### src/rtl/uart_rx.sv
// uart_rx: 8-bit asynchronous serial receiver, 1 start bit, LSB first, 1 stop bit.
// The line is resynchronised through two flops. A start bit is confirmed at
// half a bit time, and every later bit is sampled one bit time after that,
// which places each sample near mid-bit.
// Optional feature: define UART_RX_PARITY_EN to add one even-parity bit between
// the data bits and the stop bit. Without the macro, o_parity_err is tied low.
module uart_rx #(
    parameter int unsigned CPB = 1250
) (
    input  logic       clk,
    input  logic       nRST,
    input  logic       i_Rx,
    output logic [7:0] o_data,
    output logic       o_valid,
    output logic       o_frame_err,
    output logic       o_parity_err
);

    localparam int unsigned   CW       = $clog2(CPB);
    localparam logic [CW-1:0] CNT_HALF = CW'(CPB / 2 - 1);
    localparam logic [CW-1:0] CNT_BIT  = CW'(CPB - 1);

    typedef enum logic [2:0] {
        ST_IDLE      = 3'd0,
        ST_START     = 3'd1,
        ST_DATA      = 3'd2,
        ST_PARITY    = 3'd3,
        ST_STOP      = 3'd4,
        ST_WAIT_IDLE = 3'd5
    } state_t;

`ifdef UART_RX_PARITY_EN
    // Returns 1 when the received byte plus its parity bit has odd weight.
    function automatic logic parity_bad(input logic [7:0] data, input logic par);
        return (^data) ^ par;
    endfunction
`endif

    logic [1:0]    sync_q;
    logic          rx_s;
    state_t        state_q, state_d;
    logic [CW-1:0] cnt_q, cnt_d;
    logic [2:0]    bit_q, bit_d;
    logic [7:0]    shift_q, shift_d;
    logic [7:0]    data_q, data_d;
    logic          valid_q, valid_d;
    logic          ferr_q, ferr_d;
    logic          stop_tick_s;
`ifdef UART_RX_PARITY_EN
    logic          par_q, par_d;
    logic          perr_q, perr_d;
`endif

    assign rx_s        = sync_q[1];
    assign stop_tick_s = (state_q == ST_STOP) && (cnt_q == CNT_BIT);

    // Two-flop synchronizer for the asynchronous serial line; resets to idle-high.
    always_ff @(posedge clk or negedge nRST) begin
        if (!nRST) begin
            sync_q <= 2'b11;
        end else begin
            sync_q <= {sync_q[0], i_Rx};
        end
    end

    // FSM state register together with the bit counter, bit index and shift register.
    always_ff @(posedge clk or negedge nRST) begin
        if (!nRST) begin
            state_q <= ST_IDLE;
            cnt_q   <= '0;
            bit_q   <= 3'd0;
            shift_q <= 8'h00;
`ifdef UART_RX_PARITY_EN
            par_q   <= 1'b0;
`endif
        end else begin
            state_q <= state_d;
            cnt_q   <= cnt_d;
            bit_q   <= bit_d;
            shift_q <= shift_d;
`ifdef UART_RX_PARITY_EN
            par_q   <= par_d;
`endif
        end
    end

    // Next-state logic: frame sequencing, mid-bit sampling and counter control.
    always_comb begin
        state_d = state_q;
        cnt_d   = cnt_q;
        bit_d   = bit_q;
        shift_d = shift_q;
`ifdef UART_RX_PARITY_EN
        par_d   = par_q;
`endif
        case (state_q)
            ST_IDLE: begin
                cnt_d = '0;
                bit_d = 3'd0;
                if (!rx_s) begin
                    state_d = ST_START;
                end else begin
                    state_d = ST_IDLE;
                end
            end
            ST_START: begin
                if (cnt_q == CNT_HALF) begin
                    cnt_d = '0;
                    if (!rx_s) begin
                        state_d = ST_DATA;
                    end else begin
                        state_d = ST_IDLE;
                    end
                end else begin
                    cnt_d = cnt_q + 1'b1;
                end
            end
            ST_DATA: begin
                if (cnt_q == CNT_BIT) begin
                    cnt_d   = '0;
                    shift_d = {rx_s, shift_q[7:1]};
                    if (bit_q == 3'd7) begin
                        bit_d = 3'd0;
`ifdef UART_RX_PARITY_EN
                        state_d = ST_PARITY;
`else
                        state_d = ST_STOP;
`endif
                    end else begin
                        bit_d = bit_q + 1'b1;
                    end
                end else begin
                    cnt_d = cnt_q + 1'b1;
                end
            end
`ifdef UART_RX_PARITY_EN
            ST_PARITY: begin
                if (cnt_q == CNT_BIT) begin
                    cnt_d   = '0;
                    par_d   = rx_s;
                    state_d = ST_STOP;
                end else begin
                    cnt_d = cnt_q + 1'b1;
                end
            end
`endif
            ST_STOP: begin
                if (cnt_q == CNT_BIT) begin
                    cnt_d = '0;
                    if (rx_s) begin
                        state_d = ST_IDLE;
                    end else begin
                        state_d = ST_WAIT_IDLE;
                    end
                end else begin
                    cnt_d = cnt_q + 1'b1;
                end
            end
            ST_WAIT_IDLE: begin
                cnt_d = '0;
                if (rx_s) begin
                    state_d = ST_IDLE;
                end else begin
                    state_d = ST_WAIT_IDLE;
                end
            end
            default: begin
                state_d = ST_IDLE;
                cnt_d   = '0;
                bit_d   = 3'd0;
            end
        endcase
    end

    // Output decode at the stop-bit sample: a framing error wins over a parity error, which wins over valid data.
    always_comb begin
        data_d  = data_q;
        valid_d = 1'b0;
        ferr_d  = 1'b0;
`ifdef UART_RX_PARITY_EN
        perr_d  = 1'b0;
`endif
        if (stop_tick_s) begin
            if (!rx_s) begin
                ferr_d = 1'b1;
            end
`ifdef UART_RX_PARITY_EN
            else if (parity_bad(shift_q, par_q)) begin
                perr_d = 1'b1;
            end
`endif
            else begin
                valid_d = 1'b1;
                data_d  = shift_q;
            end
        end else begin
            valid_d = 1'b0;
        end
    end

    // Registered outputs: the data byte is held between frames, and each status signal is a single-clock pulse.
    always_ff @(posedge clk or negedge nRST) begin
        if (!nRST) begin
            data_q  <= 8'h00;
            valid_q <= 1'b0;
            ferr_q  <= 1'b0;
`ifdef UART_RX_PARITY_EN
            perr_q  <= 1'b0;
`endif
        end else begin
            data_q  <= data_d;
            valid_q <= valid_d;
            ferr_q  <= ferr_d;
`ifdef UART_RX_PARITY_EN
            perr_q  <= perr_d;
`endif
        end
    end

    assign o_data      = data_q;
    assign o_valid     = valid_q;
    assign o_frame_err = ferr_q;
`ifdef UART_RX_PARITY_EN
    assign o_parity_err = perr_q;
`else
    assign o_parity_err = 1'b0;
`endif

endmodule

### config.mk
export PLATFORM = sky130hd
export DESIGN_NAME = uart_rx
export DESIGN_NICKNAME = d
export VERILOG_FILES = /design/src/rtl/uart_rx.sv
export SDC_FILE = /design/constraint.sdc
export NUM_CORES = 1
export LEC_CHECK = 0
export ABC_AREA = 1
export ABC_CLOCK_PERIOD_IN_PS = 1500
export BUFFER_PORTS_ARGS = -buffer_cell sky130_fd_sc_hd__buf_2
export CAP_MARGIN = 40
export CORE_MARGIN = 3
export CORE_UTILIZATION = 35
export CTS_CLUSTER_DIAMETER = 40
export DETAILED_ROUTE_END_ITERATION = 6
export PLACE_DENSITY_LB_ADDON = 0.2
export SYNTH_ARGS = -nofsm -noshare
export SYNTH_HDL_FRONTEND = slang
export SYNTH_SLANG_ARGS = --single-unit
### constraint.sdc
create_clock -name clk -period 1.5 [get_ports clk]
set_input_delay 0.3 -clock clk [delete_from_list [all_inputs] [get_ports clk]]
set_output_delay 0.3 -clock clk [all_outputs]
set_load 0.01 [all_outputs]
# After elaboration in Yosys (flattened, before gate mapping)
# Index checks and enable logic that the tools add are counted.
# classes
n_reduce_logical,8
n_eq_ne,11
add_sub_neg,2
n_bitwise,1
muxes,18
# op_table
operator,count
$mux 11,2
$pmux 11 s2,1
$mux 3,7
$pmux 3 s5,1
$add 11x1->11 const B,1
$eq 11x10->1 const B,1
$eq 11x11->1 const B,1
$eq 3x3->1 const B,3
$ne 2x2->1 const B,3
$pmux 3 s2,1
$reduce_and 2->1,3
$mux 1,5
$reduce_and 4->1,1
$add 3x1->3 const B,1
$eq 3x1->1 const B,1
$eq 3x2->1 const B,1
$logic_not 3->1,1
$reduce_or 3->1,1
$mux 2,1
$ne 2x1->1 const B,1
$reduce_or 2->1,1
$logic_and 1x1->1,1
$not 1->1,1
# word_totals
register_bits,37
elab_cells,48
inputBits,3
output_inout_bits,11

# Depth between registers and ports, before layout
# Gate-level depths: netlist (run 1).
# depth
depth_word,4
mapped_depth,9
ltp_nobuf,9

# Worst setup path after synthesis (run 1)
# No wires, ideal clock.
# synth_timing
path_type,register to register
start,register cnt_q[1]
end,"register data_q[1], in the netlist o_data[1]"
path_slack_ps,83
arrival_time_ps,1300
setup_ps,116
period_less_slack_ps,1417
stages_incl_launch_ff,10
path_cell_list,dfrtp_1 inv_1 ha_1 inv_1 nor3_1 nand3_2 clkinv_2 nand3_4 nand2_1 nand2_1
# synth_via
elab_chain_cells,3
# synth_rtl
element,line_no,rtl
from (decl),42,"logic [CW-1:0] cnt_q, cnt_d;"
from (signal assigned),78,cnt_q <= cnt_d;
$eq 11x11->1,55,assign stop_tick_s = (state_q == ST_STOP) && (cnt_q == CNT_BIT);
$logic_and 1x1->1,55,
$reduce_and 2->1 (no line),n/a,
to (signal assigned),211,data_q <= data_d;
to (decl),45,"logic [7:0] data_q, data_d;"
# No other way between the ends.
# A chain may end at the register's enable or synchronous reset.

# Worst setup path after layout (run 1)
# Same ends and word-level chain as after synthesis.

==> results.toml, run 1 <==
[outcome]
run_status = "completed"

[logic_synthesis]
netlist_area_mm2 = 0.00177
yosys_register_bits = 37
postSynthNetCount = 217
synthesis.instances = 209
synth_top_area_share_pct = 49.5
synth.area.top_cells = "sky130_fd_sc_hd__dfrtp_1 50%, sky130_fd_sc_hd__nand2_1 15%, sky130_fd_sc_hd__nor2_1 4.7%, sky130_fd_sc_hd__ha_1 3.5%, sky130_fd_sc_hd__inv_1 3.4%"
ys.warnings.count = 0
synth_cell_types = 28
post_synthesis_sequential_area_ratio_pct = 52.5
synth.avg_cell_area_um2 = 8.47
synth_largest_area_cell = "sky130_fd_sc_hd__dfrtp_1"

[pwr]
p_leak_nw = 1.14
power_density_mw_per_mm2 = 785
power.total_mw = 1.68
peakVddDrop_v = 0.000354

[floorplanning]
initial_utilization_pct = 36.7
die_width_um = 77.1
io_pins = 14
die_area_mm2 = 0.00594
placement_rows = 25
die_height_um = 77.1
total_core_area_mm2 = 0.00482

[routing]
drt_iter0_markers = 49
drt_pre_antenna_iters = 4
vias = 1381
wirelength_mm = 3.29
routed_wire_length_per_instance_um = 10.6
post-route-drc-count = 0
ant_nets = 0
viasPerCell = 4.47

[global_route]
grt_antenna_before_repair = 0
grt.met2_usage_pct = 20.5
gr-max-usage-layer = "met2"
gr-total-overflow = 0
grt_use_met3_pct = 4.23
grt_pass1_vias = 1332
largest_net_degree_at_the_start_of_global_routing = 38
grt_util_overall_pct = 12.7
global_route_wire_length_before_repair_mm = 6.06
groute.layer.met1.usage_pct = 16.3

[setup_path]
critical_path_class = "reg -> reg"
worst_setup_path_startpoint = "cnt_q[1]"
setup.worst_path.end = "o_data[1]"
start_kind = "flip-flop"
cp_data_arrival_time_ns = 1.64
r2r.worst_path.cells = 9
r2r_end = "o_data[1]"
rrSetupSlack_ns = 0.03
timing.critical_path.required_ns = 1.67
type_of_destination_of_the_critical_path = "flip-flop"
timing.critical_path.fanout_max = 8
worstReg2RegStart = "cnt_q[1]"

[clock_tree]
cts_tree = "done"
numCtsBuffers = 5
clk_pin_slew_worst_paths_ns = 0.07
clock_insertion_delay_at_the_later_pin_of_the_skew_report_ns = 0.28
ctsHoldBuffers = 0
maximum_clock_path_buffer_count = 2
cts_htree_levels = 2
clock_sinks = 37
ctsRootBufferMaster = "sky130_fd_sc_hd__clkbuf_8"

[timing]
maxClockFrequency_mhz = 682
timing_hold_violations_final = 0
clock_skew_after_layout_ns = 0.00299
layout_min_cycle_time_ns = 1.47
share_of_the_clock_period_used_by_the_worst_path_pct = 97.8
final-max-slew-violation-count = 0
timing.final.setup_violations = 0
grt_setup_unrepaired = "true"

[finish]
final_cell_mix = "68 x sky130_fd_sc_hd__nand2_1, 34 x sky130_fd_sc_hd__dfrtp_1, 21 x sky130_fd_sc_hd__nor2_1"
n_antenna_cell = 0
layout.core_utilization_pct = 44.5
final_instance_area_mm2 = 0.00214
flow.area_growth_from_synthesis_pct = 21.1
finish.cell_count_without_fillers = 309
layout_commonest_cell = "sky130_fd_sc_hd__nand2_1"
share_of_layout_cells_above_drive_strength_1_pct = 24.8
final_nets = 249

[min_path]
hp-class = "in -> async"

[place]
number_of_placed_instances_with_taps_included = 296
routabilityCongestion = 0.806
placed_cell_area_mm2 = 0.00198
placement.io_buffers = 12
dp.final_hpwl_mm = 2.42

[flow_run]
max_cap_violations = 0
[per-stage QoR]
| step | TNS, ns | hold slack, ns | setup slack (ns) |
|---|---|---|---|
| after detailed placement | -0.0953 | 0.348 | -0.0255 |
| after CTS | 0 | 0.0605 | 0.0111 |
| after global routing | -0.465 | 0.0841 | -0.0544 |
| after floorplan | 0 | 0.00441 | 0.0834 |
| final | 0 | 0.0477 | 0.0329 |
| after global placement | -0.00145 | 0.351 | -0.00145 |
[critical path, cell delays in order, from the launching register on]
cell and delay, ns:
sky130_fd_sc_hd__dfrtp_1 0.39, sky130_fd_sc_hd__inv_2 0.09, sky130_fd_sc_hd__ha_4 0.13, sky130_fd_sc_hd__inv_2 0.04, sky130_fd_sc_hd__nor3_2 0.16, sky130_fd_sc_hd__nand3_2 0.15
sky130_fd_sc_hd__clkinv_4 0.12, sky130_fd_sc_hd__nand3_4 0.13, sky130_fd_sc_hd__nand2_2 0.09, sky130_fd_sc_hd__nand2_1 0.05
[logic make-up after synthesis]
logic type | synth area share [%]
XOR/XNOR | 3.47
AO/OA/AOI/OAI | 2.05
flip-flops | 52.5
other | 0.212
AND/OR/NAND/NOR | 32.8
adder cells (fa/ha/maj) | 3.54
buffers and inverters | 5.45
[registers in the layout, summed over array words and instances, names as in the netlist]
name and count:
shift_q 8, o_frame_err 1, cnt_q 11, o_valid 1
o_data 8, state_q 3, sync_q 2, bit_q 3
[report_power, final]
group	switching, mW	internal [mW]
Combinational	0.0237	0.00439
Clock	0.328	0.322
Sequential	0.00242	1.00
Total	0.354	1.33
[routing by layer]
| metal | up-vias | wire length [um] |
|---|---|---|
| met3 | 5 | 139 |
| met1 | 634 | 1610 |
| met4 | 0 | 38 |
| li1 | 725 | - |
| met5 | - | 0 |
| met2 | 17 | 1490 |
[repair_timing]
| item | CTS | global route |
|---|---|---|
| setup endpoints to repair | 10 | 26 |
| setup buffers | 2 | 3 |
| gates resized for setup | 2 | 13 |
| pin swaps | 2 | 12 |
[synth_stat cells]
cell type,instances
sky130_fd_sc_hd__dfstp_2,2
sky130_fd_sc_hd__a21oi_1,2
sky130_fd_sc_hd__inv_1,16
sky130_fd_sc_hd__buf_4,1
sky130_fd_sc_hd__dfrtp_1,35
sky130_fd_sc_hd__o21ai_1,3
sky130_fd_sc_hd__buf_2,3
sky130_fd_sc_hd__nor3_2,1
sky130_fd_sc_hd__nand3_2,1
sky130_fd_sc_hd__nor2_1,22
sky130_fd_sc_hd__nand3_4,1
sky130_fd_sc_hd__inv_2,1
sky130_fd_sc_hd__nand4_1,6
sky130_fd_sc_hd__a31oi_1,1
sky130_fd_sc_hd__xor2_1,5
sky130_fd_sc_hd__nand2_1,73
sky130_fd_sc_hd__nor3_4,1
sky130_fd_sc_hd__nand2_2,2
sky130_fd_sc_hd__nor2_2,1
sky130_fd_sc_hd__nand3_1,11
sky130_fd_sc_hd__xnor2_1,2
sky130_fd_sc_hd__nand2_4,1
sky130_fd_sc_hd__nor3_1,8
sky130_fd_sc_hd__conb_1,1
sky130_fd_sc_hd__ha_1,5
sky130_fd_sc_hd__clkinv_2,2
sky130_fd_sc_hd__nand3b_1,1
sky130_fd_sc_hd__o21ai_0,1
[cell type report]
cell class | count | area [um2]
well taps | 67 | 83.8
clock inverters | 2 | 10.0
flip-flops and latches | 37 | 930
inverters | 19 | 78.8
repair buffers | 29 | 191
clock buffers | 6 | 72.6
multi-input cells | 149 | 777
fillers | 522 | 2670
[how the worst min path moves through the flow]
stage | cells past startpoint | slack, ns | end | start
after floorplan | 0 | 0.004 | bit_q[0] | nRST
after global placement | 0 | 0.35 | sync_q[1] | sync_q[0]
after detailed placement | 0 | 0.35 | sync_q[1] | sync_q[0]
after CTS | 2 | 0.06 | cnt_q[4] | nRST
after global routing | 2 | 0.08 | cnt_q[6] | nRST
final | 2 | 0.05 | cnt_q[6] | nRST
(Power assumes the default switching activity.)
==> inputs of run 2 (changes only) <==
Settings changed: BUFFER_PORTS_ARGS -buffer_cell sky130_fd_sc_hd__buf_2 to -buffer_cell sky130_fd_sc_hd__buf_4, CORE_ASPECT_RATIO set to 0.9.
==> results.toml, run 2 (synthesized netlist as in run 1, its figures left out) <==
[pwr]
seq_power_share_pct = 54.0
p_leak_nw = 1.15
cellInternalPower_mw = 1.50
share_of_power_burned_in_the_clock_network_pct = 44.4
power_density_mw_per_mm2 = 854
peakVddDrop_v = 0.000526
sw_pwr_mw = 0.361
swShare_pct = 19.4
power.total_mw = 1.86
combPwrFrac_pct = 1.6

[finish]
top_register = "cnt_q"
final_nets = 247
layout.core_utilization_pct = 46.8
layout_commonest_cell = "sky130_fd_sc_hd__nand2_1"
final_cell_mix = "72 x sky130_fd_sc_hd__nand2_1, 34 x sky130_fd_sc_hd__dfrtp_1, 25 x sky130_fd_sc_hd__buf_4"
share_of_layout_cells_above_drive_strength_1_pct = 23.8
n_antenna_cell = 0
largest_register_ffs = 11
flow.area_growth_from_synthesis_pct = 23.2
finish.cell_count_without_fillers = 302

[flow_run]
max_cap_violations = 0

[global_route]
grt_antenna_before_repair = 0
grt_util_overall_pct = 12.8
global_route_wire_length_before_repair_mm = 5.95
grt_pass1_vias = 1324
gr-total-overflow = 0
largest_net_degree_at_the_start_of_global_routing = 38

[routing]
drt_pre_antenna_iters = 4
drt_iter0_markers = 73
ant_nets = 0
wirelength_mm = 3.38
routed_wire_length_per_instance_um = 11.2
post-route-drc-count = 0
vias = 1353
viasPerCell = 4.48

[timing]
final-max-slew-violation-count = 0
fin_ws_ns = 0.0640
grt_setup_unrepaired = "true"
clock_skew_after_layout_ns = 0.00727
timing.final.setup_violations = 0
timing_hold_violations_final = 0
layout_min_cycle_time_ns = 1.44
maxClockFrequency_mhz = 696
share_of_the_clock_period_used_by_the_worst_path_pct = 95.7

[setup_path]
cp_data_arrival_time_ns = 1.67
worstReg2RegStart = "cnt_q[1]"
type_of_destination_of_the_critical_path = "flip-flop"
critical_path_class = "reg -> reg"
critPathMaxStageDelay_ns = 0.38
critical_path_slowest_stage_cell = "sky130_fd_sc_hd__dfrtp_1"
r2r.worst_path.cells = 9
r2r_end = "o_data[2]"
critical_path_buf_inv_count = 3
start_kind = "flip-flop"
rrSetupSlack_ns = 0.06
cp_cell_sequence = "inv_2 > ha_4 > inv_2 > nor3_2 > nand3_2 > nor3_4 > buf_4 > nand2_1 > nand2_1"
cpLargestDelayFamily = "simple AND/OR/NAND/NOR gates"
timing.critical_path.fanout_max = 3
timing.critical_path.required_ns = 1.73

[clock_tree]
cts_tree = "done"
cts_htree_levels = 2
maximum_clock_path_buffer_count = 2
clk_pin_slew_worst_paths_ns = 0.07
ctsRootBufferMaster = "sky130_fd_sc_hd__clkbuf_8"
numCtsBuffers = 5
clock_insertion_delay_at_the_later_pin_of_the_skew_report_ns = 0.29
clock_sinks = 37

[floorplanning]
placement_rows = 23
io_pins = 14
initial_utilization_pct = 37.9
die_height_um = 73.5
total_core_area_mm2 = 0.00466
die_area_mm2 = 0.00595
die_width_um = 80.9

[place]
routabilityCongestion = 0.807
number_of_placed_instances_with_taps_included = 292
dp.final_hpwl_mm = 2.48
place_worst_setup_slack_ns = -0.0157
placement.io_buffers = 12

[min_path]
hold_sp = "i_Rx"
endpoint_with_the_worst_hold_slack = "sync_q[0]"
hp-class = "in -> reg"
timing.hold.worst_path_depth = 1

[outcome]
run_status = "completed"
==> run 2: layout make-up <==
type,count,area [um2]
fillers,462,2480
well taps,62,77.6
flip-flops and latches,37,930
inverters,19,78.8
clock inverters,2,35.0
repair buffers,27,209
multi-input cells,149,777
clock buffers,6,72.6
==> run 2: worst reg2reg max path, delay by kind of cell, from the launching register on <==
kind / cells / cell delay (ns)
AND/OR/NAND/NOR: 5 / 0.61
flip-flops: 1 / 0.38
buffers and inverters: 3 / 0.27
adder cells (fa/ha/maj): 1 / 0.13
==> run 2: per-layer routing <==
layer / global-route usage [%] / wire length [um] / up-vias
met3: 3.68 / 163 / 7
li1: - / - / 719
met5: 0 / 0 / -
met2: 18.7 / 1410 / 24
met1: 18.3 / 1780 / 603
met4: 3.94 / 29 / 0
==> run 2: metrics by stage <==
step                      setup TNS, ns  hold slack, ns  instance area (um2)
after CTS                             0           0.114                 2140
final                                 0           0.121                 2180
after global placement                0           0.293                 2010
after global routing            -0.0553           0.114                 2180
after floorplan                       0         0.00441                 1770
after detailed placement        -0.0843           0.287                 2010
==> run 2: worst max path at each step <==
| stage | startpoint | end | slack (ns) | cells after the start |
|---|---|---|---|---|
| 2_1_floorplan | cnt_q[1] | o_data[1] | 0.08 | 9 |
| 5_1_grt | cnt_q[0] | cnt_q[8] | -0.02 | 6 |
| 6_report | cnt_q[1] | o_data[2] | 0.06 | 9 |
| 3_5_place_dp | cnt_q[1] | o_data[6] | -0.02 | 9 |
| 4_1_cts | cnt_q[1] | o_data[1] | 0.04 | 9 |
| 3_3_place_gp | cnt_q[1] | o_data[3] | 0.04 | 9 |
==> run 2: power by group through the flow <==
stage | clock (mW) | sequential [mW] | combinational [mW]
after floorplan | 0 | 1.02 | 0.00663
after global placement | 0 | 1.02 | 0.0301
after detailed placement | 0 | 1.02 | 0.0300
after CTS | 0.864 | 1.00 | 0.0320
after global routing | 0.892 | 1.00 | 0.0359
final | 0.827 | 1.00 | 0.0305
==> run 2: what timing repair did <==
item,in CTS,in global routing
hold endpoints to repair,35,0
pin swaps,1,2
setup endpoints to repair,8,22
hold buffers,1,0
setup buffers,0,1
gates resized for setup,2,13
